## src/rtl/piradip_axis_pkg.sv

```systemverilog
// Shared types and a reference round-robin pick for the AXI-Stream packet arbiter.
package piradip_axis_pkg;

   typedef enum logic {ARB_IDLE, ARB_BUSY} arb_state_t;

   localparam int RR_MAX_PORTS = 16;

   typedef struct packed {
      logic       valid;
      logic [3:0] idx;
   } rr_result_t;

   // Behavioural reference: first set bit of req at or above ptr, wrapping modulo n.
   function automatic rr_result_t rr_pick(input logic [RR_MAX_PORTS-1:0] req,
                                          input logic [3:0] ptr,
                                          input int n);
      rr_result_t r;
      int p;
      r = '0;
      for (int k = n - 1; k >= 0; k--) begin
         p = (int'(ptr) + k) % n;
         if (req[p]) begin
            r.valid = 1'b1;
            r.idx   = p[3:0];
         end
      end
      return r;
   endfunction

endpackage

```

## src/rtl/piradip_rr_pick.sv

```systemverilog
// Combinational round-robin pick: rotate the request vector by ptr, then priority-encode.
module piradip_rr_pick #(
   parameter int N  = 4,
   parameter int IW = (N > 1) ? $clog2(N) : 1
) (
   input  logic [N-1:0]  req,
   input  logic [IW-1:0] ptr,
   output logic          valid,
   output logic [IW-1:0] idx
);

   localparam logic [IW:0] N_W = (IW + 1)'(N);

   logic [2*N-1:0] req_dbl;
   logic [N-1:0]   req_rot;
   logic [IW-1:0]  ofs;
   logic [IW:0]    sum;

   always_comb begin
      req_dbl = {req, req};
      req_rot = req_dbl[ptr +: N];
      valid   = 1'b0;
      ofs     = '0;
      // Descending scan so the lowest offset from ptr wins.
      for (int i = N - 1; i >= 0; i--) begin
         if (req_rot[i]) begin
            valid = 1'b1;
            ofs   = IW'(i);
         end
      end
      sum = {1'b0, ptr} + {1'b0, ofs};
      if (sum >= N_W) sum = sum - N_W;
      idx = sum[IW-1:0];
   end

endmodule

```

## src/rtl/piradip_axis_pkt_arbiter.sv

```systemverilog
// Packet-aware round-robin AXI4-Stream merger: grant held from first beat to tlast,
// single registered output slice, m_tid carries the source port.
module piradip_axis_pkt_arbiter
   import piradip_axis_pkg::*;
#(
   parameter int N_PORTS  = 4,
   parameter int WIDTH    = 32,
   parameter int ID_WIDTH = $clog2(N_PORTS)
) (
   input  logic                        aclk,
   input  logic                        aresetn,
   input  logic [N_PORTS-1:0]          s_tvalid,
   output logic [N_PORTS-1:0]          s_tready,
   input  logic [N_PORTS-1:0]          s_tlast,
   input  logic [N_PORTS*WIDTH-1:0]    s_tdata,
   input  logic [N_PORTS*WIDTH/8-1:0]  s_tkeep,
   input  logic [N_PORTS-1:0]          port_enable,
   output logic                        m_tvalid,
   input  logic                        m_tready,
   output logic                        m_tlast,
   output logic [WIDTH-1:0]            m_tdata,
   output logic [WIDTH/8-1:0]          m_tkeep,
   output logic [ID_WIDTH-1:0]         m_tid,
   output logic                        busy,
   output logic [ID_WIDTH-1:0]         grant
);

   localparam int KW = WIDTH / 8;
   localparam logic [ID_WIDTH-1:0] LAST_PORT = ID_WIDTH'(N_PORTS - 1);

   arb_state_t           state;
   logic [ID_WIDTH-1:0]  rr_ptr;
   logic [N_PORTS-1:0]   req;
   logic                 pick_vld;
   logic [ID_WIDTH-1:0]  pick_idx;
   logic                 out_free;
   logic                 vld_p0;
   logic                 last_p0;
   logic [WIDTH-1:0]     data_p0;
   logic [KW-1:0]        keep_p0;

   assign req = s_tvalid & port_enable;

   piradip_rr_pick #(
      .N  (N_PORTS),
      .IW (ID_WIDTH)
   ) u_pick (
      .req   (req),
      .ptr   (rr_ptr),
      .valid (pick_vld),
      .idx   (pick_idx)
   );

   // Stage p0: granted-port mux; ready follows the output slot combinationally.
   always_comb begin
      out_free = !m_tvalid || m_tready;
      s_tready = '0;
      if (state == ARB_BUSY) s_tready[grant] = out_free;
      vld_p0  = (state == ARB_BUSY) && s_tvalid[grant] && out_free;
      data_p0 = s_tdata[int'(grant)*WIDTH +: WIDTH];
      keep_p0 = s_tkeep[int'(grant)*KW +: KW];
      last_p0 = s_tlast[grant];
   end

   // Stage p1: output register slice plus arbitration FSM.
   always_ff @(posedge aclk or negedge aresetn) begin
      if (!aresetn) begin
         state    <= ARB_IDLE;
         rr_ptr   <= '0;
         grant    <= '0;
         busy     <= 1'b0;
         m_tvalid <= 1'b0;
         m_tlast  <= 1'b0;
         m_tdata  <= '0;
         m_tkeep  <= '0;
         m_tid    <= '0;
      end else begin
         if (vld_p0) begin
            m_tvalid <= 1'b1;
            m_tdata  <= data_p0;
            m_tkeep  <= keep_p0;
            m_tlast  <= last_p0;
            m_tid    <= grant;
         end else if (m_tready) begin
            m_tvalid <= 1'b0;
         end

         case (state)
            ARB_IDLE: begin
               if (pick_vld) begin
                  grant <= pick_idx;
                  busy  <= 1'b1;
                  state <= ARB_BUSY;
               end
            end
            ARB_BUSY: begin
               if (vld_p0 && last_p0) begin
                  rr_ptr <= (grant == LAST_PORT) ? '0 : grant + ID_WIDTH'(1);
                  busy   <= 1'b0;
                  state  <= ARB_IDLE;
               end
            end
            default: state <= ARB_IDLE;
         endcase
      end
   end

endmodule

```

## config.mk

```make
export PLATFORM = sky130hd
export DESIGN_NAME = piradip_axis_pkt_arbiter
export DESIGN_NICKNAME = d
export VERILOG_FILES = /design/src/rtl/piradip_axis_pkg.sv /design/src/rtl/piradip_rr_pick.sv /design/src/rtl/piradip_axis_pkt_arbiter.sv
export SDC_FILE = /design/constraint.sdc
export NUM_CORES = 1
export LEC_CHECK = 0
export CELL_PAD_IN_SITES_DETAIL_PLACEMENT = 1
export CELL_PAD_IN_SITES_GLOBAL_PLACEMENT = 1
export CORE_ASPECT_RATIO = 0.6
export CORE_MARGIN = 2
export CORE_UTILIZATION = 25
export CTS_CLUSTER_DIAMETER = 100
export DETAILED_ROUTE_END_ITERATION = 7
export HOLD_SLACK_MARGIN = 0.15
export PLACE_DENSITY_LB_ADDON = 0.1
export SYNTH_ARGS = -nofsm -noshare
export SYNTH_HDL_FRONTEND = slang
export SYNTH_SLANG_ARGS = --single-unit
```

## constraint.sdc

```tcl
create_clock -name aclk -period 1.8 [get_ports aclk]
set_input_delay 0.54 -clock aclk [delete_from_list [all_inputs] [get_ports aclk]]
set_output_delay 0.54 -clock aclk [all_outputs]
set_load 0.03 [all_outputs]
```

# Word level (Yosys, flattened, before mapping)
# Index checks and enable logic that the tools add are counted.
# Widths: inputs -> output; s select.
[totals]
register_bits = 46
inputBits = 159
out_inout_bits = 47
word_cells = 59
[op_classes]
add_sub_neg = 3
n_lt_le_gt_ge = 3
eq_ne = 3
shift = 3
muxes = 25
bitwise = 3
reduce_logical = 10
[ops]
columns = ["operator", "count"]
rows = [
  ["$shiftx 128x8->32", 1],
  ["$shiftx 16x5->4", 1],
  ["$mux 1", 13],
  ["$mux 2", 6],
  ["$and 4x4->4", 2],
  ["$shiftx 8x3->4", 1],
  ["$reduce_and 2->1", 3],
  ["$bmux 1 s2", 2],
  ["$logic_and 1x1->1", 4],
  ["$mux 4", 1],
  ["$pmux 1 s2", 2],
  ["$add 2x2->3", 1],
  ["$ge 3x3->1 const B", 1],
  ["$lt 2x3->1 const B", 1],
  ["$add 2x1->2 const B", 1],
  ["$demux 1 s2", 1],
  ["$eq 2x2->1 const B", 1],
  ["$ge 2x1->1 const B", 1],
  ["$ne 2x1->1 const B", 1],
  ["$ne 2x2->1 const B", 1],
  ["$reduce_bool 2->1", 1],
  ["$sub 2x1->2 const B", 1],
  ["$logic_not 1->1", 1],
  ["$logic_or 1x1->1", 1],
  ["$not 1->1", 1],
]

# Logic depth before layout (Yosys ltp)
# Gate-level depths: netlist (run 1).
[depth]
depth_word = 9
depth_mapped = 8
ltp_nobuf = 8

# Modules after synthesis
# Synthesis (run 1) repeated with hierarchy kept, for this count alone.
[hier_totals]
cells_unflattened = 195
hier_area_um2 = 3059.2
[by_module_without_submodules]
columns = ["module", "n_inst", "cells_per_inst", "area_per_inst_um2", "seq_area_each_um2"]
rows = [
  ["piradip_axis_pkt_arbiter", 1, 172, 2879.0, 1151.1],
  ["piradip_rr_pick", 1, 23, 180.2, 0.0],
]

# Worst setup path after synthesis (run 1)
# No wires, ideal clock.
[synth_path]
kind = "input -> register"
start = "in s_tvalid[0]"
end = "reg grant[1]"
setup_ns = 0.120
arrival_time_ns = 2.025
required_ns = 1.680
path_slack_ns = -0.345
path_stages = 8
path_cell_list = "and2_1 > a211oi_1 > a2111oi_0 > a31oi_1 > ha_1 > inv_1 > or4_1 > a31o_1"
[synth_between]
elab_chain_cells = 9
word_cells_on_any_way = 15
classes_between = "add/sub: 2; order compare: 1; shift: 1; mux: 9; bitwise: 1; reduce/logical: 1"
[synth_lines]
columns = ["item", "line_no", "rtl"]
rows = [
  ["from (decl)", "piradip_axis_pkt_arbiter.sv:12", "input logic [N_PORTS-1:0] s_tvalid,"],
  ["$and 4x4->4 (*)", "piradip_axis_pkt_arbiter.sv:42", "assign req = s_tvalid & port_enable;"],
  ["$shiftx 8x3->4 (*)", "piradip_rr_pick.sv:21", "req_rot = req_dbl[ptr +: N];"],
  ["$mux 2 (4 in a row)", "piradip_rr_pick.sv:26", "if (req_rot[i]) begin"],
  ["$add 2x2->3", "piradip_rr_pick.sv:31", "sum = {1'b0, ptr} + {1'b0, ofs};"],
  ["$ge 3x3->1 / $sub 2x1->2 (equally long branches)", "piradip_rr_pick.sv:32", "if (sum >= N_W) sum = sum - N_W;"],
  ["$mux 2", "piradip_rr_pick.sv:32", ""],
  ["to (signal assigned)", "piradip_axis_pkt_arbiter.sv:91", "grant <= pick_idx;"],
  ["to (decl)", "piradip_axis_pkt_arbiter.sv:25", "output logic [ID_WIDTH-1:0] grant"],
]
# Mark *: on every way between the ends. The rest lies on a longest branch, timed or not.
# A chain may end at the register's enable or synchronous reset.

# Final worst setup path (run 1)
[layout_path]
start = "reg rr_ptr[1]"
end = "reg grant[1]"
[layout_between]
elab_chain_cells = 8
word_cells_on_any_way = 14
classes_between = "add/sub: 2; order compare: 1; shift: 1; mux: 9; reduce/logical: 1"
[layout_lines]
columns = ["item", "line_no", "rtl"]
rows = [
  ["from (decl)", "piradip_axis_pkt_arbiter.sv:32", "logic [ID_WIDTH-1:0] rr_ptr;"],
  ["from (signal assigned)", "piradip_axis_pkt_arbiter.sv:98", "rr_ptr <= (grant == LAST_PORT) ? '0 : grant + ID_WIDTH'(1);"],
  ["$shiftx 8x3->4", "piradip_rr_pick.sv:21", ""],
  ["$mux 2 (4 in a row)", "piradip_rr_pick.sv:26", ""],
  ["$add 2x2->3", "piradip_rr_pick.sv:31", ""],
  ["$ge 3x3->1 / $sub 2x1->2 (equally long branches)", "piradip_rr_pick.sv:32", ""],
  ["$mux 2", "piradip_rr_pick.sv:32", ""],
]
# Several ways; a longest one is shown, not always the timed one.

==> metrics.md, run 1 <==
| Metric | Value |
|---|---|
| Number of global-route vias before repair | 2982 |
| Layout cells sized above 1 | 0.386 |
| Fin crit period | 2.01 ns |
| Gp weighted congestion | 0.859 |
| H-tree depth | 2 |
| Non-filler cells, final | 595 |
| HP Class | primary input to asynchronous set/reset pin |
| Grt peak-use layer | met2 |
| All-Layer GR Usage | 0.163 |
| CP max stage delay | 0.47 ns |
| # IOs | 206 |
| Library cells used by synthesis | 36 |
| Peak VDD IR | 642 uV |
| Num CTS Buffers | 5 |
| Clk Latency, worst-skew pair | 0.29 ns |
| PD cells | 1620 nW/um^2 |
| Row cnt | 31 |
| Ys flop type | dfrtp_1 |
| Routed len/inst | 18.6 um |
| Synthesized area | 3100 sq um |
| First-pass GRT wire length | 16900 um |
| Period utilization | 1.12 |
| Max-cap violations | 0 |
| Unrepaired setup endpoints after global routing | yes |
| Reg2reg end | grant[1] |
| Tightest Pin Transition | 0.367 ns |
| Fmax | 497 MHz |
| Met3 usage | 0.0429 |
| Die extent in y | 90.3 um |
| Via count | 2774 |
| I/O Buffers | 205 |
| Worst EP arrival | 2.19 ns |
| Clock skew | 0.00412 ns |
| Power consumption | 9.72 mW |
| Mapped Cells | 190 |
| Post-synth EDFFs | 0 |
| Initial Utilization | 0.257 |
| Crit. End Element | register |
| Pre-antenna DRT Iters | 4 |
| CTS tree | built |
| Max-slew headroom | 0.755 |
| Setup slack, reg-to-reg | -0.21 ns |
| Area growth, synth to finish | 93.2% |
| Startpoint types | register |
| Ys async rst share | 1.00 |
| Routing usage on met1 | 0.226 |
| ANT nets after route | 0 |
| Failing checks | negative setup slack |
| Setup violators final | 43 |
| Setup CP Type | register to register |
| Setup WS pre-CTS | -0.976 ns |
| Status | finished, violations left |
| Ys Warns | 0 |
| Syn Nets | 354 |
| Leak Pwr | 2.56 nW |
| DP HPWL | 8560 um |
| Sequential element share of the synthesized area | 0.371 |
| Critical path required time | 1.97 ns |
| Reg2Reg Launch Point | rr_ptr[1] |
| Dpl cells | 570 |
| Die X | 148 um |
| Final hold violation count | 0 |
| Total wire length | 11100 um |
| Cell Chain, Critical Path | nor3_4 -> a2111oi_4 -> a31oi_1 -> ha_2 -> inv_2 -> or4_1 -> a31o_1 |
| DRC viols | 0 |
| Final worst slack | -0.213 ns |
| ANT cells | 0 |
| Final Slew Violations | 0 |
| CTS hold repair buffers | 0 |
| Critical path launch point | rr_ptr[1] |
| R2R depth | 7 |
| Clk sink count | 46 |
| Number of antenna violations at the first check in global routing | 0 |
| Synth Register Bits | 46 |
| WHS | 0.234 ns |
| Core ar. | 12100 sq um |
| Worst-path clk slew | 0.06 ns |
| Die ar. | 13400 sq um |
| GRT Residual Overflow | 0 |
| M2 GR Usage | 0.261 |
| Slowest stage cell on the critical path | dfrtp_2 |
| Avg Vias per Cell | 4.66 |
| Largest net degree at the start of global routing | 47 |
| Initial DRC count | 92 |
| Syn Area/Cell | 16.3 sq um |
| Crit path capture | grant[1] |
| Clock Tree Root | clkbuf_16 |
| Net count reported at finish | 593 |
| Clock buffer depth | 2 |
| Worst-path maximum fanout | 4 |
-- per-layer routing --
layer	wire length (um)	up-vias	share of wire
li1	-	1246	-
met1	5070	1383	0.46
met2	5100	136	0.46
met3	826	9	0.074
met4	95	0	0.0086
met5	0	-	0
-- layout make-up --
cell class	instances	area, sq um
clock buffers	7	143
clock inverters	1	30.0
fillers	1236	6100
inverters	3	21.3
multi-input cells	126	1960
flip-flops and latches	46	1150
well taps	165	206
repair buffers	247	2480
-- state kept, by name, summed over array words and instances, names as in the netlist --
| signal | flops |
|---|---|
| m_tlast | 1 |
| m_tid | 2 |
| grant | 2 |
| m_tvalid | 1 |
| state | 1 |
| rr_ptr | 2 |
| busy | 1 |
| m_tkeep | 4 |
| m_tdata | 32 |
-- worst min-delay path by stage --
stage | to | from | cells after the start
floorplan | busy | aresetn | 0
detailed placement | m_tlast | m_tlast | 2
global route | m_tdata[30] | aresetn | 2
CTS | m_tkeep[2] | aresetn | 2
finish | m_tkeep[2] | aresetn | 2
global placement | busy | busy | 1
-- worst max-delay path: cells and delay by family, from the launching register on --
family / cells / cell delay [ns]
AO/OA/AOI/OAI: 3 / 0.47
adder cells (fa/ha/maj): 1 / 0.21
flip-flops: 1 / 0.47
AND/OR/NAND/NOR: 2 / 0.71
buffers and inverters: 1 / 0.03
-- power breakdown --
part	internal (mW)	switching, mW
Clock	0.694	0.393
Combinational	3.63	3.03
Sequential	1.59	0.383
Total	5.92	3.80
-- cell usage in the layout (no fill, tap or decap), types with 2 or more instances in the layout --
cell / count
nand2_2: 4
buf_12: 9
and3_4: 4
clkdlybuf4s50_1: 148
dlygate4sd2_1: 42
mux4_2: 32
a21o_1: 2
nand2_4: 2
a31oi_1: 3
mux4_1: 6
buf_2: 3
ha_4: 4
clkbuf_16: 5
buf_6: 14
dfrtp_1: 43
nand2_1: 8
dfrtp_2: 3
mux2_4: 37
buf_8: 4
buf_4: 26
-- cells by family (layout without fill, tap and decap cells) --
logic type | count (synthesis) | after routing | synth area share
adder cells (fa/ha/maj) | 5 | 5 | 0.0202
AO/OA/AOI/OAI | 16 | 16 | 0.0355
AND/OR/NAND/NOR | 30 | 30 | 0.0552
multiplexers | 75 | 75 | 0.459
buffers and inverters | 18 | 258 | 0.0588
flip-flops | 46 | 46 | 0.371
-- cell usage after synthesis, types with 2 or more instances --
| cell type | number | area [sq um] |
|---|---|---|
| buf_12 | 4 | 80.1 |
| buf_6 | 5 | 56.3 |
| nand2_1 | 14 | 52.6 |
| mux2_2 | 2 | 22.5 |
| mux4_2 | 32 | 721 |
| o31ai_1 | 2 | 15.0 |
| inv_1 | 3 | 11.3 |
| clkbuf_1 | 4 | 15.0 |
| a21o_1 | 2 | 15.0 |
| mux4_1 | 6 | 158 |
| o21ai_0 | 3 | 15.0 |
| ha_1 | 5 | 62.6 |
| mux2_4 | 35 | 526 |
| a31oi_1 | 3 | 18.8 |
| dfrtp_1 | 46 | 1150 |
| and3_1 | 4 | 25.0 |
-- stage by stage --
step	TNS, ns	cell area (sq um)	util
floorplan	-4.02	3160	-
global placement	-24.63	5480	0.453
detailed placement	-26.67	5480	0.453
CTS	-5.43	5940	0.491
global route	-6.50	6000	0.496
finish	-3.85	6000	0.496
-- repair_timing --
item,in CTS,in global routing
pin swaps,21,14
setup buffers,17,3
setup endpoints to repair,90,48
cloned,3,0
resized for setup,119,28
No activity file was read; power rests on OpenSTA's default activity.
==> run 2, diff against run 1 <==
--- a/config.mk
+++ b/config.mk
@@ -7,12 +7,11 @@
 export LEC_CHECK = 0
 export CELL_PAD_IN_SITES_DETAIL_PLACEMENT = 1
 export CELL_PAD_IN_SITES_GLOBAL_PLACEMENT = 1
-export CORE_ASPECT_RATIO = 0.6
 export CORE_MARGIN = 2
 export CORE_UTILIZATION = 25
 export CTS_CLUSTER_DIAMETER = 100
 export DETAILED_ROUTE_END_ITERATION = 7
-export HOLD_SLACK_MARGIN = 0.15
+export HOLD_SLACK_MARGIN = 0.03
 export PLACE_DENSITY_LB_ADDON = 0.1
 export SYNTH_ARGS = -nofsm -noshare
 export SYNTH_HDL_FRONTEND = slang
==> run 2 against run 1 <==
The run still ends with negative setup slack left. Power is 0.11% higher. Routed wire length increased by 13%. Highest routed layer unchanged. Critical endpoint unchanged. Combinational power increased by 2%.
==> metrics.md, run 2 (synthesis results as in run 1) <==
| Metric | Value |
|---|---|
| CTS tree | built |
| Worst-path clk slew | 0.07 ns (about the same) |
| Via count | 2801 (+0.97%) |
| Max-cap violations | 0 (unchanged) |
| Net count reported at finish | 600 (+1.2%) |
| Routed len/inst | 20.7 um (+11%) |
| Clock Tree Root | clkbuf_16 |
| Fmax | 479 MHz (-3.6%) |
| CP max stage delay | 0.48 ns (about the same) |
| First-pass GRT wire length | 18000 um (+6.5%) |
| Power consumption | 9.73 mW (+0.11%) |
| Tightest Pin Transition | 0.454 ns (+0.0873 ns) |
| Row cnt | 40 (+29%) |
| Total wire length | 12500 um (+13%) |
| Core Util, Final | 0.497 (+0.00113) |
| Kind of cell adding the most delay to the critical path | simple AND/OR/NAND/NOR gates |
| Initial DRC count | 63 (-32%) |
| PD cells | 1620 nW/um^2 (+0.21%) |
| Fin crit period | 2.09 ns (+0.0752 ns) |
| Clk Latency, worst-skew pair | 0.29 ns (about the same) |
| Max FFs per register | 32 (unchanged) |
| ANT cells | 0 (unchanged) |
| Failing checks | negative setup slack |
| Commonest non-fill, non-tap cell in the layout | clkdlybuf4s50_1 |
| Setup CP Type | primary input to register |
| CTS hold repair buffers | 0 (unchanged) |
| Number of global-route vias before repair | 3159 (+5.9%) |
| DRC viols | 0 (unchanged) |
| Clk sink count | 46 (unchanged) |
| Fillers | 1242 (+0.49%) |
| Setup violators final | 44 (+2.3%) |
| I/O Buffers | 205 (unchanged) |
| Final worst slack | -0.288 ns (-0.0752 ns) |
| ANT nets after route | 0 (unchanged) |
| Leak Pwr | 2.56 nW (about the same) |
| Slowest stage cell on the critical path | or4_1 |
| All-Layer GR Usage | 0.183 (+0.0193) |
| DP HPWL | 9370 um (+9.4%) |
| Avg Vias per Cell | 4.63 (-0.70%) |
| Placed inst area | 5500 sq um (+0.25%) |
| Num CTS Buffers | 5 (unchanged) |
| Worst EP arrival | 2.26 ns (+0.07 ns) |
| Setup TNS | -5.48 ns (-1.63 ns) |
| Number of antenna violations at the first check in global routing | 0 (unchanged) |
| Critical path required time | 1.98 ns (about the same) |
| Final hold violation count | 0 (unchanged) |
| Period utilization | 1.16 (+0.0418) |
| Layout cells sized above 1 | 0.387 (+0.000681) |
| Largest regs | m_tdata (32), m_tkeep (4) |
| Largest net degree at the start of global routing | 28 (-40%) |
| Initial Utilization | 0.257 (+0.000851) |
| Worst path bufs/invs | 2 (+1) |
| Pre-antenna DRT Iters | 4 (unchanged) |
| Die extent in y | 115 um (+28%) |
| Clock buffer depth | 2 (unchanged) |
| Core ar. | 12100 sq um (-0.33%) |
| Max-slew headroom | 0.697 (-0.0582) |
| Gp weighted congestion | 0.770 (-10%) |
| Crit. End Element | register |
| Area growth, synth to finish | 93.0% |
| Worst-path maximum fanout | 3 (-1) |
| Biggest register | m_tdata |
| # IOs | 206 (unchanged) |
| Clock skew | 0.00707 ns (+0.00295 ns) |
| Design area | 5990 sq um (-0.10%) |
| Die X | 115 um (-22%) |
| H-tree depth | 2 (unchanged) |
| Startpoint types | primary input |
| WHS | 0.193 ns (-0.0408 ns) |
| Status | finished, violations left |
| Unrepaired setup endpoints after global routing | yes |
| HP Class | primary input to asynchronous set/reset pin |
| Cell Chain, Critical Path | buf_6 -> and2_4 -> nor3_4 -> a2111oi_4 -> a31oi_1 -> ha_2 -> inv_2 -> or4_1 -> a31o_1 |
| Final Slew Violations | 0 (unchanged) |
| Most frequent cells in the layout | clkdlybuf4s50_1 (148), dfrtp_1 (43), dlygate4sd2_1 (42) |
| Die ar. | 13300 sq um (-0.22%) |
| GRT Residual Overflow | 0 (unchanged) |
| Peak VDD IR | 654 uV (+1.8%) |
==> run 2: cell count changes in the layout (fill, tap and decap cells not counted), sizes merged <==
cell    before  now
buf         57   63
bufinv       1    0
clkbuf       7    8
clkinv       0    1
==> run 2: final cells by class <==
| type | instances | area, sq um | share of cell area |
|---|---|---|---|
| repair buffers | 254 | 2530 | 0.423 |
| multi-input cells | 126 | 1920 | 0.321 |
| flip-flops and latches | 46 | 1150 | 0.193 |
| well taps | 168 | 210 | 0.0351 |
| clock buffers | 7 | 143 | 0.0238 |
| inverters | 3 | 21.3 | 0.00355 |
| clock inverters | 1 | 5.00 | 0.000835 |
==> run 2: worst paths after layout <==
check	from	to	slack, ns	cells past startpoint
min in group aclk	busy	busy	0.48	1
worst min-delay path	aresetn	rr_ptr[1]	0.19	1
worst max register to register	rr_ptr[1]	grant[1]	-0.27	7
worst min register to register	busy	busy	0.48	1
worst max-delay path	s_tvalid[0]	grant[1]	-0.29	9
max in group asynchronous	aresetn	m_tdata[1]	1.09	2
==> run 2: metal layers <==
metal / part of all wire / GRT usage
met2: 0.56 / 0.350
met5: 0 / 0
met3: 0.056 / 0.0361
met1: 0.37 / 0.205
met4: 0.015 / 0.0482
==> run 2: repair_timing <==
item / in CTS / in global routing
gates cloned: 4 / 1
endpoints found under the setup margin: 91 / 48
pin swaps: 17 / 15
setup buffers: 14 / 7
hold endpoints to repair: 0 / 0
gates resized for setup: 120 / 15
==> run 2: where the power goes <==
group	total [mW]	switching (mW)	leakage, nW	internal [mW]
clock	0.947	0.396	0.0739	0.552
combinational	6.78	3.11	1.95	3.67
sequential	2.00	0.406	0.539	1.59
==> run 2: stage by stage <==
step	std cells	worst slack (ns)
2_1_floorplan	190	-0.218
3_3_place_gp	576	-0.807
3_5_place_dp	576	-0.892
4_1_cts	602	-0.206
5_1_grt	605	-0.352
6_report	605	-0.288
==> run 3, diff against run 2 <==
--- a/config.mk
+++ b/config.mk
@@ -5,10 +5,11 @@
 export SDC_FILE = /design/constraint.sdc
 export NUM_CORES = 1
 export LEC_CHECK = 0
+export ABC_AREA = 1
 export CELL_PAD_IN_SITES_DETAIL_PLACEMENT = 1
 export CELL_PAD_IN_SITES_GLOBAL_PLACEMENT = 1
 export CORE_MARGIN = 2
-export CORE_UTILIZATION = 25
+export CORE_UTILIZATION = 21
 export CTS_CLUSTER_DIAMETER = 100
 export DETAILED_ROUTE_END_ITERATION = 7
 export HOLD_SLACK_MARGIN = 0.03
==> run 3 against run 2 <==
The run still ends with negative setup slack left. Combinational power up 3.2%. Final area fell by 0.96%. Sequential share of layout area is 0.17 points higher. Final cell count is 47% higher. Maximum frequency increased by 12%. Flip-flop and latch count is the same. First-iteration DRC count increased by 92%. Register-to-register slack better by 0.31 ns. Clock skew fell by 0.0025 ns. Utilization shrank 9.0 points. Critical path depth is 4 lower. Die area is 20% higher.
==> metrics.md, run 3 <==
| Metric | Value |
|---|---|
| Biggest register | m_tdata |
| Library cells used by synthesis | 19 (-47%) |
| Most frequent cells in the layout | clkdlybuf4s50_1 (148), nand2_1 (108), nor2_1 (78) |
| I/O Buffers | 205 (unchanged) |
| Commonest non-fill, non-tap cell in the layout | clkdlybuf4s50_1 |
| Worst-path maximum fanout | 5 (+2) |
| Die extent in y | 127 um (+9.6%) |
| Final worst slack | -0.0681 ns (+0.220 ns) |
| Syn Area/Cell | 6.57 sq um (-60%) |
| Setup CP Type | register to output port |
| Mapped Cells | 480 (+150%) |
| Fmax | 535 MHz (+12%) |
| # IOs | 206 (unchanged) |
| DP HPWL | 11200 um (+19%) |
| Synthesized area | 3150 sq um (+1.6%) |
| Worst EP arrival | 1.33 ns (-0.93 ns) |
| Period utilization | 1.04 (-0.122) |
| ANT cells | 0 (unchanged) |
| Failing checks | negative setup slack |
| HP Class | primary input to asynchronous set/reset pin |
| Clock Tree Root | clkbuf_16 |
| Pre-antenna DRT Iters | 4 (unchanged) |
| Syn Nets | 644 (+82%) |
| CTS hold repair buffers | 0 (unchanged) |
| Final Slew Violations | 0 (unchanged) |
| Unrepaired setup endpoints after global routing | yes |
| Synth top area cells | dfrtp_1 (37%), nand2_1 (14%), o21ai_0 (10%) |
| Startpoint types | register |
| Most frequent cell after synthesis | nand2_1 |
| Net count reported at finish | 866 (+44%) |
| Row cnt | 44 (+10%) |
| Fillers | 1799 (+45%) |
| Via count | 4228 (+51%) |
| Critical path required time | 1.26 ns (-0.72 ns) |
| Die X | 127 um (+9.6%) |
| Core Util, Final | 0.407 (-0.0900) |
| Setup WS pre-CTS | -0.585 ns (+0.306 ns) |
| Top-area cell type share of the netlist area | 0.365 (-0.00574) |
| Setup violators final | 4 (-91%) |
| Max FFs per register | 32 (unchanged) |
| Number of global-route vias before repair | 4560 (+44%) |
| Initial Utilization | 0.216 (-0.0412) |
| GRT Residual Overflow | 0 (unchanged) |
| Layout cells sized above 1 | 0.139 (-0.247) |
| Routed len/inst | 16.7 um (-19%) |
| Core ar. | 14600 sq um (+21%) |
| Synth Register Bits | 46 (unchanged) |
| Clk Latency, worst-skew pair | 0.28 ns (about the same) |
| Cell accounting for the most synthesized area | dfrtp_1 |
| Sequential element share of the synthesized area | 0.365 (-0.00574) |
| Max-cap violations | 0 (unchanged) |
| Footprint of the multi-input gates | 1940 sq um (+1.2%) |
| Placed inst area | 5580 sq um (+1.6%) |
| DRC viols | 0 (unchanged) |
| Met3 usage | 0.0489 (+0.0128) |
| Max-slew headroom | 0.698 (about the same) |
| First-pass GRT wire length | 23600 um (+31%) |
| Ys async rst share | 1.00 (unchanged) |
| Clock buffer depth | 2 (unchanged) |
| Flip-flop and latch area | 1150 sq um (-0.11%) |
| CTS tree | built |
| Initial DRC count | 121 (+92%) |
| Status | finished, violations left |
| Num CTS Buffers | 5 (unchanged) |
| Leak Pwr | 2.71 nW (+5.5%) |
| Crit. End Element | output port |
| Clk sink count | 46 (unchanged) |
| M2 GR Usage | 0.331 (-0.0185) |
| Fin crit period | 1.87 ns (-0.220 ns) |
| Ys flop type | dfrtp_1 |
| Die ar. | 16000 sq um (+20%) |
| Peak VDD IR | 640 uV (-2.1%) |
| Post-synth EDFFs | 0 (unchanged) |
| Area growth, synth to finish | 88.2% |
| WHS | 0.196 ns (+0.00269 ns) |
| H-tree depth | 2 (unchanged) |
| Grt peak-use layer | met2 |
| Tightest Pin Transition | 0.454 ns (-0.000530 ns) |
| Clock skew | 0.00457 ns (-0.00250 ns) |
| Commonest cells in the netlist | nand2_1 (119), nor2_1 (83), o21ai_0 (66), nand3_1 (61), dfrtp_1 (46) |
| Total wire length | 14800 um (+19%) |
| Gp weighted congestion | 0.872 (+13%) |
| Largest net degree at the start of global routing | 37 (+32%) |
| Ys Warns | 0 (unchanged) |
| Worst-path clk slew | 0.06 ns (about the same) |
| Design area | 5930 sq um (-0.96%) |
| All-Layer GR Usage | 0.182 (-0.000934) |
| Setup TNS | -0.228 ns (+5.25 ns) |
| PD cells | 1670 nW/um^2 (+2.9%) |
| Avg Vias per Cell | 4.77 (+3.0%) |
| Routing usage on met1 | 0.216 (+0.0115) |
| Final hold violation count | 0 (unchanged) |
| Largest regs | m_tdata (32), m_tkeep (4) |
| ANT nets after route | 0 (unchanged) |
| Number of antenna violations at the first check in global routing | 0 (unchanged) |
[run 3: logic make-up after synthesis]
logic type	count (synthesis)	share of synthesized area
xor gates and xnor gates	1	0.00278
adders and majority gates	5	0.0198
buffers and inverters	46	0.0663
and+or+nand+nor	265	0.341
AOI/OAI and AO/OA	117	0.205
DFF	46	0.365
[run 3: per-stage QoR]
step	power [mW]	std cells
floorplan	6.00	480
global placement	8.64	863
detailed placement	8.81	863
CTS	9.86	883
global route	10.8	887
finish	9.92	887
[run 3: area by class of cell]
| class | instances | area share |
|---|---|---|
| inverters | 8 | 0.00696 |
| well taps | 184 | 0.0388 |
| multi-input cells | 388 | 0.328 |
| flip-flops and latches | 46 | 0.194 |
| repair buffers | 253 | 0.405 |
| clock buffers | 7 | 0.0224 |
| clock inverters | 1 | 0.00506 |
[run 3: critical path: stages, from the launching register on]
cell and delay (ns):
dfrtp_2 0.51, clkinv_4 0.12, ha_4 0.18, nand2_4 0.07, nor2_4 0.03, buf_6 0.13
[run 3: layer usage]
metal | wire length [um] | up-vias
li1 | - | 2070
met1 | 6150 | 2032
met2 | 7600 | 118
met3 | 962 | 8
met4 | 129 | 0
met5 | 0 | -
[run 3: final timing paths]
check,from,slack [ns],endpoint,cells past startpoint
worst min register to register,m_tdata[12],0.46,m_tdata[12],2
min in group aclk,m_tdata[12],0.46,m_tdata[12],2
max in group asynchronous,aresetn,1.08,m_tdata[22],2
worst max register to register,rr_ptr[0],0.04,grant[1],13
worst min-delay path,aresetn,0.20,m_tdata[14],1
worst max-delay path,grant[0],-0.07,s_tready[2],5
[run 3: what timing repair did]
action	4_1_cts	5_1_grt
pin swaps	11	5
setup buffers	12	4
resized for setup	67	27
cloned	0	0
endpoints found under the setup margin	79	51
[run 3: power by group]
group	leakage, nW	switching, mW	total [mW]	internal (mW)
Sequential	0.566	0.325	1.88	1.56
Clock	0.0781	0.383	1.04	0.657
Combinational	2.06	4.34	7.00	2.66
Total	2.71	5.05	9.92	4.87
